--- src/rtl/bus_master_pkg.sv ---
// Shared definitions for the processor-side bus master unit.
// Holds the request-kind encodings, the bus-cycle state enum, default
// widths and small decode helpers used by the FSM.
package bus_master_pkg;

  localparam int unsigned ADDR_W_DEF = 16;
  localparam int unsigned DATA_W_DEF = 8;
  localparam int unsigned NUM_CH_DEF = 4;
  localparam int unsigned WAIT_W_DEF = 3;
  localparam int unsigned KIND_W     = 2;

  localparam logic [KIND_W-1:0] KIND_MEMR = 2'b00;
  localparam logic [KIND_W-1:0] KIND_MEMW = 2'b01;
  localparam logic [KIND_W-1:0] KIND_IOR  = 2'b10;
  localparam logic [KIND_W-1:0] KIND_IOW  = 2'b11;

  typedef enum logic [2:0] {
    IDLE,
    ADDR,
    STROBE,
    RECOV,
    HOLD
  } state_t;

  // Bit 0 of the encoding distinguishes writes from reads.
  function automatic logic kind_is_write(input logic [KIND_W-1:0] kind);
    return kind[0];
  endfunction

  // One-hot strobe vector ordered {IOW, IOR, MEMW, MEMR}.
  function automatic logic [3:0] kind_strobe(input logic [KIND_W-1:0] kind);
    return 4'(4'b0001 << kind);
  endfunction

endpackage

--- src/rtl/dreq_bank.sv ---
// Bank of DMA request latches.
// Ports: clk, reset_n; dreq_set / dreq_clr / dack per-channel pulses;
// dreq latched request per channel. A set pulse beats a same-cycle clear
// or acknowledge so a request arriving during DACK is never lost.
module dreq_bank
  import bus_master_pkg::*;
#(
  parameter int unsigned NUM_CH = NUM_CH_DEF
) (
  input  logic              clk,
  input  logic              reset_n,
  input  logic [NUM_CH-1:0] dreq_set,
  input  logic [NUM_CH-1:0] dreq_clr,
  input  logic [NUM_CH-1:0] dack,
  output logic [NUM_CH-1:0] dreq
);

  always_ff @(posedge clk or negedge reset_n) begin
    if (!reset_n) begin
      dreq <= '0;
    end else begin
      dreq <= dreq_set | (dreq & ~(dreq_clr | dack));
    end
  end

endmodule

--- src/rtl/bus_master_unit.sv ---
// Processor-side bus interface unit.
// Runs single MEMR/MEMW/IOR/IOW bus cycles (ADDR, STROBE with programmable
// wait states, RECOV), yields the bus to the DMA controller via HRQ/HLDA,
// and hosts the DMA request latch bank.
// Ports: core request (req_valid/ready/kind/addr/wdata, wait_cfg), response
// (rsp_valid/rsp_rdata), hold handshake (HRQ/HLDA/AEN), bus drive
// (addr_o/addr_oe, data_o/data_oe, data_i, strobes), DMA latches
// (dreq_set/dreq_clr/DREQ/DACK) and the sticky bus_err flag.
module bus_master_unit
  import bus_master_pkg::*;
#(
  parameter int unsigned ADDR_W = ADDR_W_DEF,
  parameter int unsigned DATA_W = DATA_W_DEF,
  parameter int unsigned NUM_CH = NUM_CH_DEF,
  parameter int unsigned WAIT_W = WAIT_W_DEF
) (
  input  logic              clk,
  input  logic              reset_n,
  input  logic              req_valid,
  output logic              req_ready,
  input  logic [1:0]        req_kind,
  input  logic [ADDR_W-1:0] req_addr,
  input  logic [DATA_W-1:0] req_wdata,
  input  logic [WAIT_W-1:0] wait_cfg,
  output logic              rsp_valid,
  output logic [DATA_W-1:0] rsp_rdata,
  input  logic              HRQ,
  output logic              HLDA,
  input  logic              AEN,
  output logic [ADDR_W-1:0] addr_o,
  output logic              addr_oe,
  output logic [DATA_W-1:0] data_o,
  output logic              data_oe,
  input  logic [DATA_W-1:0] data_i,
  output logic              MEMR,
  output logic              MEMW,
  output logic              IOR,
  output logic              IOW,
  input  logic [NUM_CH-1:0] dreq_set,
  input  logic [NUM_CH-1:0] dreq_clr,
  output logic [NUM_CH-1:0] DREQ,
  input  logic [NUM_CH-1:0] DACK,
  output logic              bus_err
);

  state_t              state;
  logic [KIND_W-1:0]   kind_q;
  logic [ADDR_W-1:0]   addr_q;
  logic [DATA_W-1:0]   wdata_q;
  logic [WAIT_W-1:0]   cnt_q;
  logic [3:0]          strobe_q;
  logic                addr_oe_q;
  logic                data_oe_q;
  logic                rsp_valid_q;
  logic [DATA_W-1:0]   rdata_q;
  logic                hlda_q;
  logic                bus_err_q;

  // Bus-cycle FSM; every output register is set on the edge that enters
  // the state it belongs to, so outputs line up with the state.
  always_ff @(posedge clk or negedge reset_n) begin
    if (!reset_n) begin
      state       <= IDLE;
      kind_q      <= '0;
      addr_q      <= '0;
      wdata_q     <= '0;
      cnt_q       <= '0;
      strobe_q    <= '0;
      addr_oe_q   <= 1'b0;
      data_oe_q   <= 1'b0;
      rsp_valid_q <= 1'b0;
      rdata_q     <= '0;
      hlda_q      <= 1'b0;
      bus_err_q   <= 1'b0;
    end else begin
      rsp_valid_q <= 1'b0;
      bus_err_q   <= bus_err_q | (AEN & ~hlda_q);
      unique case (state)
        IDLE: begin
          if (HRQ) begin
            state  <= HOLD;
            hlda_q <= 1'b1;
          end else if (req_valid) begin
            state     <= ADDR;
            kind_q    <= req_kind;
            addr_q    <= req_addr;
            wdata_q   <= req_wdata;
            cnt_q     <= wait_cfg;
            addr_oe_q <= 1'b1;
            data_oe_q <= kind_is_write(req_kind);
          end
        end
        ADDR: begin
          state    <= STROBE;
          strobe_q <= kind_strobe(kind_q);
        end
        STROBE: begin
          // Counter stops at zero rather than wrapping: W+1 strobe cycles.
          if (cnt_q == '0) begin
            state       <= RECOV;
            strobe_q    <= '0;
            data_oe_q   <= 1'b0;
            rsp_valid_q <= 1'b1;
            if (!kind_is_write(kind_q)) begin
              rdata_q <= data_i;
            end
          end else begin
            cnt_q <= cnt_q - WAIT_W'(1);
          end
        end
        RECOV: begin
          addr_oe_q <= 1'b0;
          if (HRQ) begin
            state  <= HOLD;
            hlda_q <= 1'b1;
          end else begin
            state <= IDLE;
          end
        end
        HOLD: begin
          if (!HRQ) begin
            state  <= IDLE;
            hlda_q <= 1'b0;
          end
        end
        default: state <= IDLE;
      endcase
    end
  end

  assign req_ready = (state == IDLE) & ~HRQ;
  assign rsp_valid = rsp_valid_q;
  assign rsp_rdata = rdata_q;
  assign HLDA      = hlda_q;
  assign bus_err   = bus_err_q;
  assign addr_o    = addr_q;
  assign data_o    = wdata_q;

  // While the DMA controller owns the bus nothing of ours may be driven.
  assign addr_oe = addr_oe_q & ~AEN;
  assign data_oe = data_oe_q & ~AEN;
  assign MEMR    = strobe_q[KIND_MEMR] & ~AEN;
  assign MEMW    = strobe_q[KIND_MEMW] & ~AEN;
  assign IOR     = strobe_q[KIND_IOR]  & ~AEN;
  assign IOW     = strobe_q[KIND_IOW]  & ~AEN;

  dreq_bank #(
    .NUM_CH(NUM_CH)
  ) u_dreq_bank (
    .clk      (clk),
    .reset_n  (reset_n),
    .dreq_set (dreq_set),
    .dreq_clr (dreq_clr),
    .dack     (DACK),
    .dreq     (DREQ)
  );

endmodule

--- config.mk ---
export PLATFORM = sky130hd
export DESIGN_NAME = bus_master_unit
export DESIGN_NICKNAME = d
export VERILOG_FILES = /design/src/rtl/bus_master_pkg.sv /design/src/rtl/dreq_bank.sv /design/src/rtl/bus_master_unit.sv
export SDC_FILE = /design/constraint.sdc
export NUM_CORES = 1
export LEC_CHECK = 0
export BUFFER_PORTS_ARGS = -buffer_cell sky130_fd_sc_hd__buf_2
export CAP_MARGIN = 25
export CORE_ASPECT_RATIO = 1.75
export CORE_MARGIN = 2
export CORE_UTILIZATION = 44
export DETAILED_ROUTE_END_ITERATION = 16
export PLACE_DENSITY = 0.76
export RECOVER_POWER = 100
export SLEW_MARGIN = 10
export SYNTH_ARGS = -nofsm -noshare
export SYNTH_HDL_FRONTEND = slang
export SYNTH_SLANG_ARGS = --single-unit
--- constraint.sdc ---
create_clock -name clk -period 2.6 [get_ports clk]
set_clock_uncertainty 0.1 [all_clocks]
set_input_delay 0.52 -clock clk [delete_from_list [all_inputs] [get_ports clk]]
set_output_delay 0.52 -clock clk [all_outputs]
set_load 0.02 [all_outputs]
Word level (Yosys, flattened, before mapping)
Cells that the tools add are included.

$add $sub $neg: 1. Multiply operators: 0. Div/mod/pow operators: 0. Magnitude comparators: 0. Equal/unequal tests: 11. Shift operators: 1. Multiplexer cells: 24. Bitwise logic cells: 17. Reduce and logical (&&, ||, !) cells: 15.

Operators by type and width (count): $mux W3 (8); $pmux W3 S5 (1); $reduce_and A3 Y1 (5); $ne A2 B2 Y1 const B (5); $mux W1 (9); $and A1 B1 Y1 (8); $or A4 B4 Y4 (2); $pmux W4 S2 (1); $reduce_and A4 Y1 (2); $reduce_bool A2 Y1 (4); $eq A3 B2 Y1 const B (2); $logic_not A3 Y1 (2); $pmux W1 S2 (3); $pmux W3 S2 (1); $and A4 B4 Y4 (1); $mux W4 (1); $not A1 Y1 (4); $not A4 Y4 (1); $shl A1 B2 Y4 const A (1); $eq A3 B1 Y1 const B (1); $eq A3 B3 Y1 const B (1); $ne A3 B3 Y1 const B (1); $sub A3 B1 Y3 const B (1); $ne A2 B1 Y1 const B (1); other kinds (3) (3).

Bits in registers: 53. Latch bits: 0. Memory bits (writable): 0. Memory bits (read-only): 0. Input port bits: 54. Output and inout bits: 46. Logic and storage cells: 82. Memories kept: 0.

Longest topological paths before layout
Gate-level depths: netlist of run 1.

Depth in word-level cells: 4. Depth in mapped cells: 6. Depth with buffers taken out: 5.

Hierarchy
A second synthesis of run 1 with hierarchy kept.

Cell total of the unflattened synthesis: 165. Area total of the unflattened synthesis: 2321.0 um2.

By module, submodules not included: bus_master_unit (instances 1, cells each 153, area an instance 2175.8 um2, sequential area each 1226.2 um2); dreq_bank (instances 1, cells each 12, area an instance 145.1 um2, sequential area each 100.1 um2).

Least setup slack after synthesis of run 1
OpenSTA, ideal clock, no wires.

Path type: register to register. Start: reg state[0]. End: reg addr_q[0], in the netlist addr_o[0]. Setup time: 125 ps. Arrival: 1699 ps. Required time: 2375 ps. Setup slack: 676 ps. Cell stages (with the launch flop): 6. Clock period less this slack: 1924 ps. Path through: dfrtp_1 clkbuf_1 nor4_4 nand2_2 buf_2 mux2_2.

Word-level cells in the longest chain between the ends: 2.

Ends and longest elaborated chain: start: declaration (RTL line bus_master_unit.sv:46) `state_t state;`; start signal: assignment (RTL line bus_master_unit.sv:63) `state <= IDLE;`; start signal: assignment (RTL line bus_master_unit.sv:81) `state <= HOLD;`; start signal: assignment (RTL line bus_master_unit.sv:84) `state <= ADDR;`; $logic_not A3 Y1 (RTL line bus_master_unit.sv:78) `unique case (state)`; $reduce_and A3 Y1 (no line); end signal: assignment (RTL line bus_master_unit.sv:86) `addr_q <= req_addr;`; end: declaration (RTL line bus_master_unit.sv:48) `logic [ADDR_W-1:0] addr_q;`.

No other way between the ends. A chain may end at the register's enable or synchronous reset.

Final worst setup path of run 1
Start: reg state[2]. End: out req_ready.

Word-level cells in the longest chain between the ends: 2.

Ends and longest elaborated chain: $logic_not A3 Y1 (RTL line bus_master_unit.sv:131) `assign req_ready = (state == IDLE) & ~HRQ;`; $and A1 B1 Y1 (RTL line bus_master_unit.sv:131); end: declaration (RTL line bus_master_unit.sv:20) `output logic req_ready,`.

No other way between the ends.

==> summary.md, run 1 <==
| Metric | Value |
|---|---|
| Starting Density | `45.68%` |
| Slowest stage delay, CP | `530 ps` |
| Synth Warn # | `0` |
| I/O pin cnt | `100` |
| Clk_lat worst skew | `approximately 310 ps` |
| Post-Synth XOR/XNOR Area | `0.7705%` |
| Top-area cell type share of the netlist area | `58.34%` |
| Setup TNS | `0 ps` |
| Chip height | `99.09 µm` |
| Crit path time final | `2191 ps` |
| Top_reg_cell synth | `dfrtp_1` |
| Post-synthesis sequential area ratio | `58.34%` |
| Area Growth Syn to Fin | `25.76%` |
| Final RePlAce weighted congestion | `0.8693` |
| # H-tree levels | `2` |
| Max-slew violation count | `0` |
| Post-CTS Setup Inserts | `0` |
| Post-Place Cell Area | `0.002826 mm²` |
| Syn_nets | `approximately 220` |
| DR vias | `1,713` |
| Layout cells sized above 1 | `about a third` |
| Mapped Avg Cell Area | `13.61 µm²` |
| Post-synth EDFFs | `0` |
| Sw Ratio | `39.27%` |
| P_int | `2036 µW` |
| Largest family of logic cells by synthesized area | `multiplexers` |
| Worst min-delay path class | `in -> reg` |
| Seq pwr share | `42.6%` |
| Reg2reg end | `rsp_rdata[0]` |
| Gates resized, CTS repair | `0` |
| CTS tree | `yes` |
| Final setup fails | `0` |
| Die Wd | `58.34 µm` |
| Crit Reg-Reg Startpoint | `state[2]` |
| Critical path cell sequence | `nor4_4, clkbuf_1` |
| Critical Path RT | `1980 ps` |
| Seq cells post-synth | `53` |
| R2R Setup Slk | `between 500 and 600 ps` |
| Drt initial violations | `29` |
| Antenna violations before repair | `0` |
| Row cnt | `34` |
| Vias in the first global route | `1,777` |
| Final hold viol count | `0` |
| Sink Count | `53` |
| Total wire length | `5.050 mm` |
| Post-synthesis adder-cell area fraction | `1.101%` |
| PortBufs | `99` |
| Post-DP HPWL | `3.929 mm` |
| Final ANT Viol Nets | `0` |
| Actual slew at the worst max-slew pin | `711.8 ps` |
| Core Footprint | `0.004977 mm²` |
| Final Cycle Share | `between 80% and 90%` |
| Post-Synthesis Cells | `167` |
| Peak supply drop | `0.6361 mV` |
| Pre-antenna DRT Iters | `4` |
| Switching pwr | `1317 µW` |
| Max FO, Critical Path | `12` |
| Post-Synth Simple-Gate Area | `10.18%` |
| Final instance area | `about 0.0029 mm²` |
| Gr ovfl total | `0` |
| Fmax | `0.4565 GHz` |
| Largest net degree at the start of global routing | `29` |
| Mapped cell area | `0.002273 mm²` |
| End of the critical path | `req_ready` |
| Power Total | `3353 µW` |
| Outcome | `finished, final reports clean` |
| Critical-path top delay cell | `dfrtp_1` |
| Final worst slack | `409.4 ps` |
| All-Layer GR Usage | `18.34%` |
| Hold Crit Depth | `2` |
| First-pass GRT wire length | `8.038 mm` |
| Ys async rst share | `100.0%` |
| Clock network fraction of total power | `between 10% and 20%` |
| Mux cell area share after synthesis | `about a fifth` |
| Max-cap violations | `0` |
| Die area | `just under 0.006 mm²` |
| Via density | `5.255` |
| RSZ-0062 raised after global routing | `no` |
| Combinational power share | `40.0%` |
| Longest Clk Path Bufs | `2` |
| Worst Setup SP | `state[2]` |
| Leakage | `between 0.001 and 0.0015 µW` |
| R2R cell count | `3` |
| CP Capture Type | `primary output` |
| DRC violations left | `0` |
| Worst-path clk slew | `100 ps` |
| CP Class | `reg -> out` |
| Area leader, netlist | `dfrtp_1` |
| Critical Path Source Type | `flop` |
| Yosys cell types | `39` |
| Num CTS Buffers | `5` |
| # diodes | `0` |
| WP data arrival | `1570 ps` |
| Area contributors post-synth | `dfrtp_1 58%, mux2_2 13%, mux2_4 5.3%` |
| # nets final | `327` |
| Clock root cell | `clkbuf_8` |
| Pre-CTS setup slack | `485.2 ps` |
| Rel. slew slack | `52.54%` |
| Power Dens Cells | `about 1200 mW/mm²` |
| Post-synthesis compound-gate area fraction | `8.586%` |
| Average routed wire per standard cell | `15.49 µm` |
[how the worst min path moves through the flow]
| stage | slack [ps] | endpoint | start |
|---|---|---|---|
| 3_3_place_gp | 320 | data_o[2] | reset_n |
| 6_report | 280 | u_dreq_bank.dreq[1] | dreq_set[1] |
| 3_5_place_dp | 320 | data_oe_q | reset_n |
| 4_1_cts | 280 | u_dreq_bank.dreq[2] | dreq_set[2] |
| 2_1_floorplan | 120 | HLDA | reset_n |
| 5_1_grt | 270 | u_dreq_bank.dreq[2] | dreq_set[2] |
[registers in the layout, indices dropped and copies added, names as in the netlist]
register / count
strobe_q: 4
rsp_rdata: 8
cnt_q: 3
rsp_valid: 1
addr_oe_q: 1
addr_o: 16
data_o: 8
bus_err: 1
kind_q: 2
u_dreq_bank.dreq: 4
state: 3
data_oe_q: 1
HLDA: 1
[cell usage after synthesis, drive strengths merged (2+ instances only)]
cell,number
mux2,34
clkbuf,3
inv,6
ha,2
nand2,4
a22oi,2
o2bb2ai,2
a21oi,3
a22o,3
a32o,2
nor2,10
buf,3
o21ai,2
nor2b,7
dfrtp,53
nand2b,4
nand3,2
xnor2,2
a21o,6
[placed cells by master (no fill, tap or decap), types with 3 or more instances in the layout]
master and count:
a21oi_1 3, inv_1 6, buf_2 52, clkbuf_8 6
a22o_1 3, nand2b_1 4, dfrtp_1 53, clkbuf_1 48
nor2_1 10, a21o_1 6, mux2_2 26, nor2b_1 7
mux2_1 8, nand2_1 3
[power by group through the flow]
| stage | combinational (µW) | sequential [µW] | clock, µW |
|---|---|---|---|
| floorplan | 694 | 1720 | 0 |
| global placement | 1460 | 1420 | 0 |
| detailed placement | 1490 | 1440 | 0 |
| CTS | 1510 | 1430 | 598 |
| global route | 1460 | 1480 | 627 |
| finish | 1340 | 1430 | 583 |
[layer usage]
metal,vias to the layer above,part of all wire [%],track usage (%)
met5,-,0,0
met4,0,2.7,8.766
met3,9,4.4,3.511
met2,46,57,33.36
met1,857,36,19.46
li1,801,-,-
[cell type report]
cell class	count	area, µm²
fillers	486	2118
flip-flops and latches	53	1326
multi-input cells	102	862.1
repair buffers	103	460.4
clock buffers	6	82.58
well taps	54	67.56
clock inverters	2	37.54
inverters	6	22.52
[worst max-delay path: cells and delay by family (launching register included)]
kind	cells	cell delay, ps
flops	1	530
simple gates	1	410
buf+inv	1	330
[cells by family (layout without fill, tap and decap cells)]
group           after synthesis  after routing
compound gates               25             25
xor+xnor                      2              2
fa+ha+maj                     2              2
buf+inv                      12            117
flops                        53             53
simple gates                 38             38
mux                          35             35
[metrics by stage]
stage / utilization (%) / instances / hold WS (ps)
after floorplan: - / 167 / 124.4
after global placement: 56.79 / 317 / 315.7
after detailed placement: 56.79 / 317 / 323.1
after CTS: 59.40 / 326 / 277.3
after global routing: 57.44 / 326 / 270.4
final: 57.44 / 326 / 280.6
[repair_timing]
item                                   4_1_cts  5_1_grt
endpoints found under the hold margin       11        0
hold buffers                                 1        0
setup endpoints to repair                    0        0
Power figures use the tool's default switching activity.
==> run 2: changes to the inputs <==
--- a/config.mk
+++ b/config.mk
@@ -9,7 +9,7 @@
 export CAP_MARGIN = 25
 export CORE_ASPECT_RATIO = 1.75
 export CORE_MARGIN = 2
-export CORE_UTILIZATION = 44
+export CORE_UTILIZATION = 42
 export DETAILED_ROUTE_END_ITERATION = 16
 export PLACE_DENSITY = 0.76
 export RECOVER_POWER = 100
==> constraint.sdc (replaced) <==
create_clock -name clk -period 1.9 [get_ports clk]
set_clock_uncertainty 0.1 [all_clocks]
set_input_delay 0.38 -clock clk [delete_from_list [all_inputs] [get_ports clk]]
set_output_delay 0.38 -clock clk [all_outputs]
set_load 0.02 [all_outputs]
==> run 2 against run 1 <==
Against the previous run:
- utilization fell by 1.4 points
- cell count is 2.5% higher
- clock power is 30% higher
- routed wire length is 5.0% higher
- sequential share of layout area decreased by 1.4 points
- critical path depth rose by 1
- non-clock buffer count rose by 7
- largest power group is now combinational cells
==> summary.md, run 2 (synthesized netlist as in run 1, its figures left out) <==
| Metric | Value |
|---|---|
| CP Class | `reg -> out` |
| Clock root cell | `clkbuf_8` |
| Setup TNS | `0 ps (unchanged)` |
| Critical Path Source Type | `flop` |
| WP data arrival | `1340 ps (-230 ps)` |
| Max FO, Critical Path | `10 (-2)` |
| Drt initial violations | `51 (+76%)` |
| Largest net degree at the start of global routing | `54 (+86%)` |
| DRC violations left | `0 (unchanged)` |
| Final setup fails | `0 (unchanged)` |
| Seq pwr share | `40.5% (-2.1 points)` |
| Post-Place Cell Area | `0.002898 mm² (+2.5%)` |
| Clk_lat worst skew | `300 ps (about the same)` |
| Num CTS Buffers | `5 (unchanged)` |
| Max-slew violation count | `0 (unchanged)` |
| Outcome | `finished, final reports clean` |
| Die area | `0.006040 mm² (+4.5%)` |
| Final hold viol count | `0 (unchanged)` |
| Final RePlAce weighted congestion | `0.9170 (+5.5%)` |
| Rel. slew slack | `53.64% (+1.1 points)` |
| Via density | `5.281 (+0.51%)` |
| Slowest stage delay, CP | `400 ps (-130 ps)` |
| Antenna violations before repair | `0 (unchanged)` |
| Clock network fraction of total power | `16.1% (-1.3 points)` |
| Final worst slack | `80.44 ps (-328.9 ps)` |
| Hold WS | `146.0 ps (-134.6 ps)` |
| Max-cap violations | `0 (unchanged)` |
| Chip height | `101.3 µm (+2.3%)` |
| Total wire length | `5.300 mm (+5.0%)` |
| Post-DP HPWL | `3.972 mm (+1.1%)` |
| Die Wd | `59.62 µm (+2.2%)` |
| PortBufs | `99 (unchanged)` |
| # diodes | `0 (unchanged)` |
| R2R cell count | `6 (+3)` |
| Hold Crit Depth | `2 (unchanged)` |
| Worst min-delay path class | `in -> reg` |
| Vias in the first global route | `1,846 (+3.9%)` |
| Starting Density | `43.26% (-2.4 points)` |
| Average routed wire per standard cell | `15.87 µm (+2.4%)` |
| Critical path cell sequence | `buf_6, nor4_4, buf_4` |
| Commonest non-fill, non-tap cells in the layout | `53 x dfrtp_1, 53 x buf_2, 48 x clkbuf_1, 26 x mux2_2, 10 x nor2_1` |
| Critical-path top delay cell | `dfrtp_1` |
| All-Layer GR Usage | `18.41% (+0.071 points)` |
| Power Dens Cells | `1599 mW/mm² (+36%)` |
| Sw Ratio | `39.05% (-0.22 points)` |
| Switching pwr | `1839 µW (+40%)` |
| Gr ovfl total | `0 (unchanged)` |
| Util after Layout | `56.05% (-1.4 points)` |
| I/O pin cnt | `100 (unchanged)` |
| Crit path time final | `~1800 ps` |
| Final Cycle Share | `95.77%` |
| # H-tree levels | `2 (unchanged)` |
| Area Growth Syn to Fin | `29.55%` |
| Final ANT Viol Nets | `0 (unchanged)` |
| RSZ-0062 raised after global routing | `no` |
| Worst-path clk slew | `100 ps (about the same)` |
| Longest Clk Path Bufs | `2 (unchanged)` |
| Fmax | `approximately 0.55 GHz` |
| First-pass GRT wire length | `8.328 mm (+3.6%)` |
| Critical Path RT | `1420 ps (-560 ps)` |
| Peak supply drop | `0.9887 mV (+55%)` |
| Leakage | `0.001377 µW (+5.2%)` |
| Pre-CTS setup slack | `-37.00 ps (-522.2 ps)` |
| CTS tree | `yes` |
| Actual slew at the worst max-slew pin | `695.4 ps (-16.41 ps)` |
| # nets final | `334 (+2.1%)` |
| Combinational power share | `43.4% (+3.4 points)` |
| Layout cells sized above 1 | `37.63% (+3.8 points)` |
| Pre-antenna DRT Iters | `4 (unchanged)` |
| Final instance area | `0.002945 mm² (+3.0%)` |
| Core Footprint | `0.005255 mm² (+5.6%)` |
| Row cnt | `35 (+2.9%)` |
| Sink Count | `53 (unchanged)` |
| CP Capture Type | `primary output` |
| DR vias | `1,764 (+3.0%)` |
| Max reg flops | `16 (unchanged)` |
| P_int | `2871 µW (+41%)` |
[run 2: changes by cell type in the layout (fill, tap and decap cells not counted), moves of 2 or more]
cell and delta:
buf_4 +5, mux2_1 -5, mux2_4 +5, buf_6 +3
clkbuf_2 -2
[run 2: final cells by class]
type,instances,area [µm²]
Clock buffer,6,72.57
Tap cell,55,68.82
Sequential cell,53,1326
Clock inverter,2,38.79
Timing Repair Buffer,110,530.5
Multi-Input combinational cell,102,885.9
Fill cell,492,2310
Inverter,6,22.52
[run 2: worst paths after layout]
kind | from | endpoint | slack, ps
max | state[0] | req_ready | 80
min | dreq_set[0] | u_dreq_bank.dreq[0] | 150
max reg2reg | state[0] | addr_o[0] | 90
min reg2reg | bus_err | bus_err | 370
max in group asynchronous | reset_n | HLDA | 570
min in group asynchronous | reset_n | data_o[1] | 670
[run 2: critical path: cells and delay by family, from the launching register on]
| kind | cells | cell delay [ps] |
|---|---|---|
| flops | 1 | 400 |
| simple gates | 1 | 300 |
| buf+inv | 2 | 340 |
[run 2: timing repair]
item / in CTS / in global routing
endpoints found under the setup margin: 9 / 1
setup buffers: 0 / 1
hold endpoints to repair: 53 / 0
gates resized for setup: 4 / 0
pin swaps: 1 / 1
hold buffers: 1 / 0
[run 2: routing by layer]
metal | up-vias | GRT usage [%] | share of wire, %
li1 | 816 | - | -
met1 | 877 | 18.60 | 34
met2 | 54 | 34.15 | 58
met3 | 17 | 3.959 | 3.8
met4 | 0 | 9.060 | 3.7
met5 | - | 0 | 0
[run 2: power by group through the flow]
| stage | sequential (µW) | combinational (µW) | clock (µW) |
|---|---|---|---|
| 2_1_floorplan | 2350 | 950 | 0 |
| 3_3_place_gp | 1880 | 2160 | 0 |
| 3_5_place_dp | 1920 | 2200 | 0 |
| 4_1_cts | 1900 | 2220 | 785 |
| 5_1_grt | 1980 | 2230 | 829 |
| 6_report | 1910 | 2050 | 756 |
[run 2: stage by stage]
stage | power, µW | std cells
6_report | 4710 | 334
5_1_grt | 5035 | 334
4_1_cts | 4905 | 333
3_5_place_dp | 4119 | 324
3_3_place_gp | 4040 | 324
2_1_floorplan | 3301 | 167
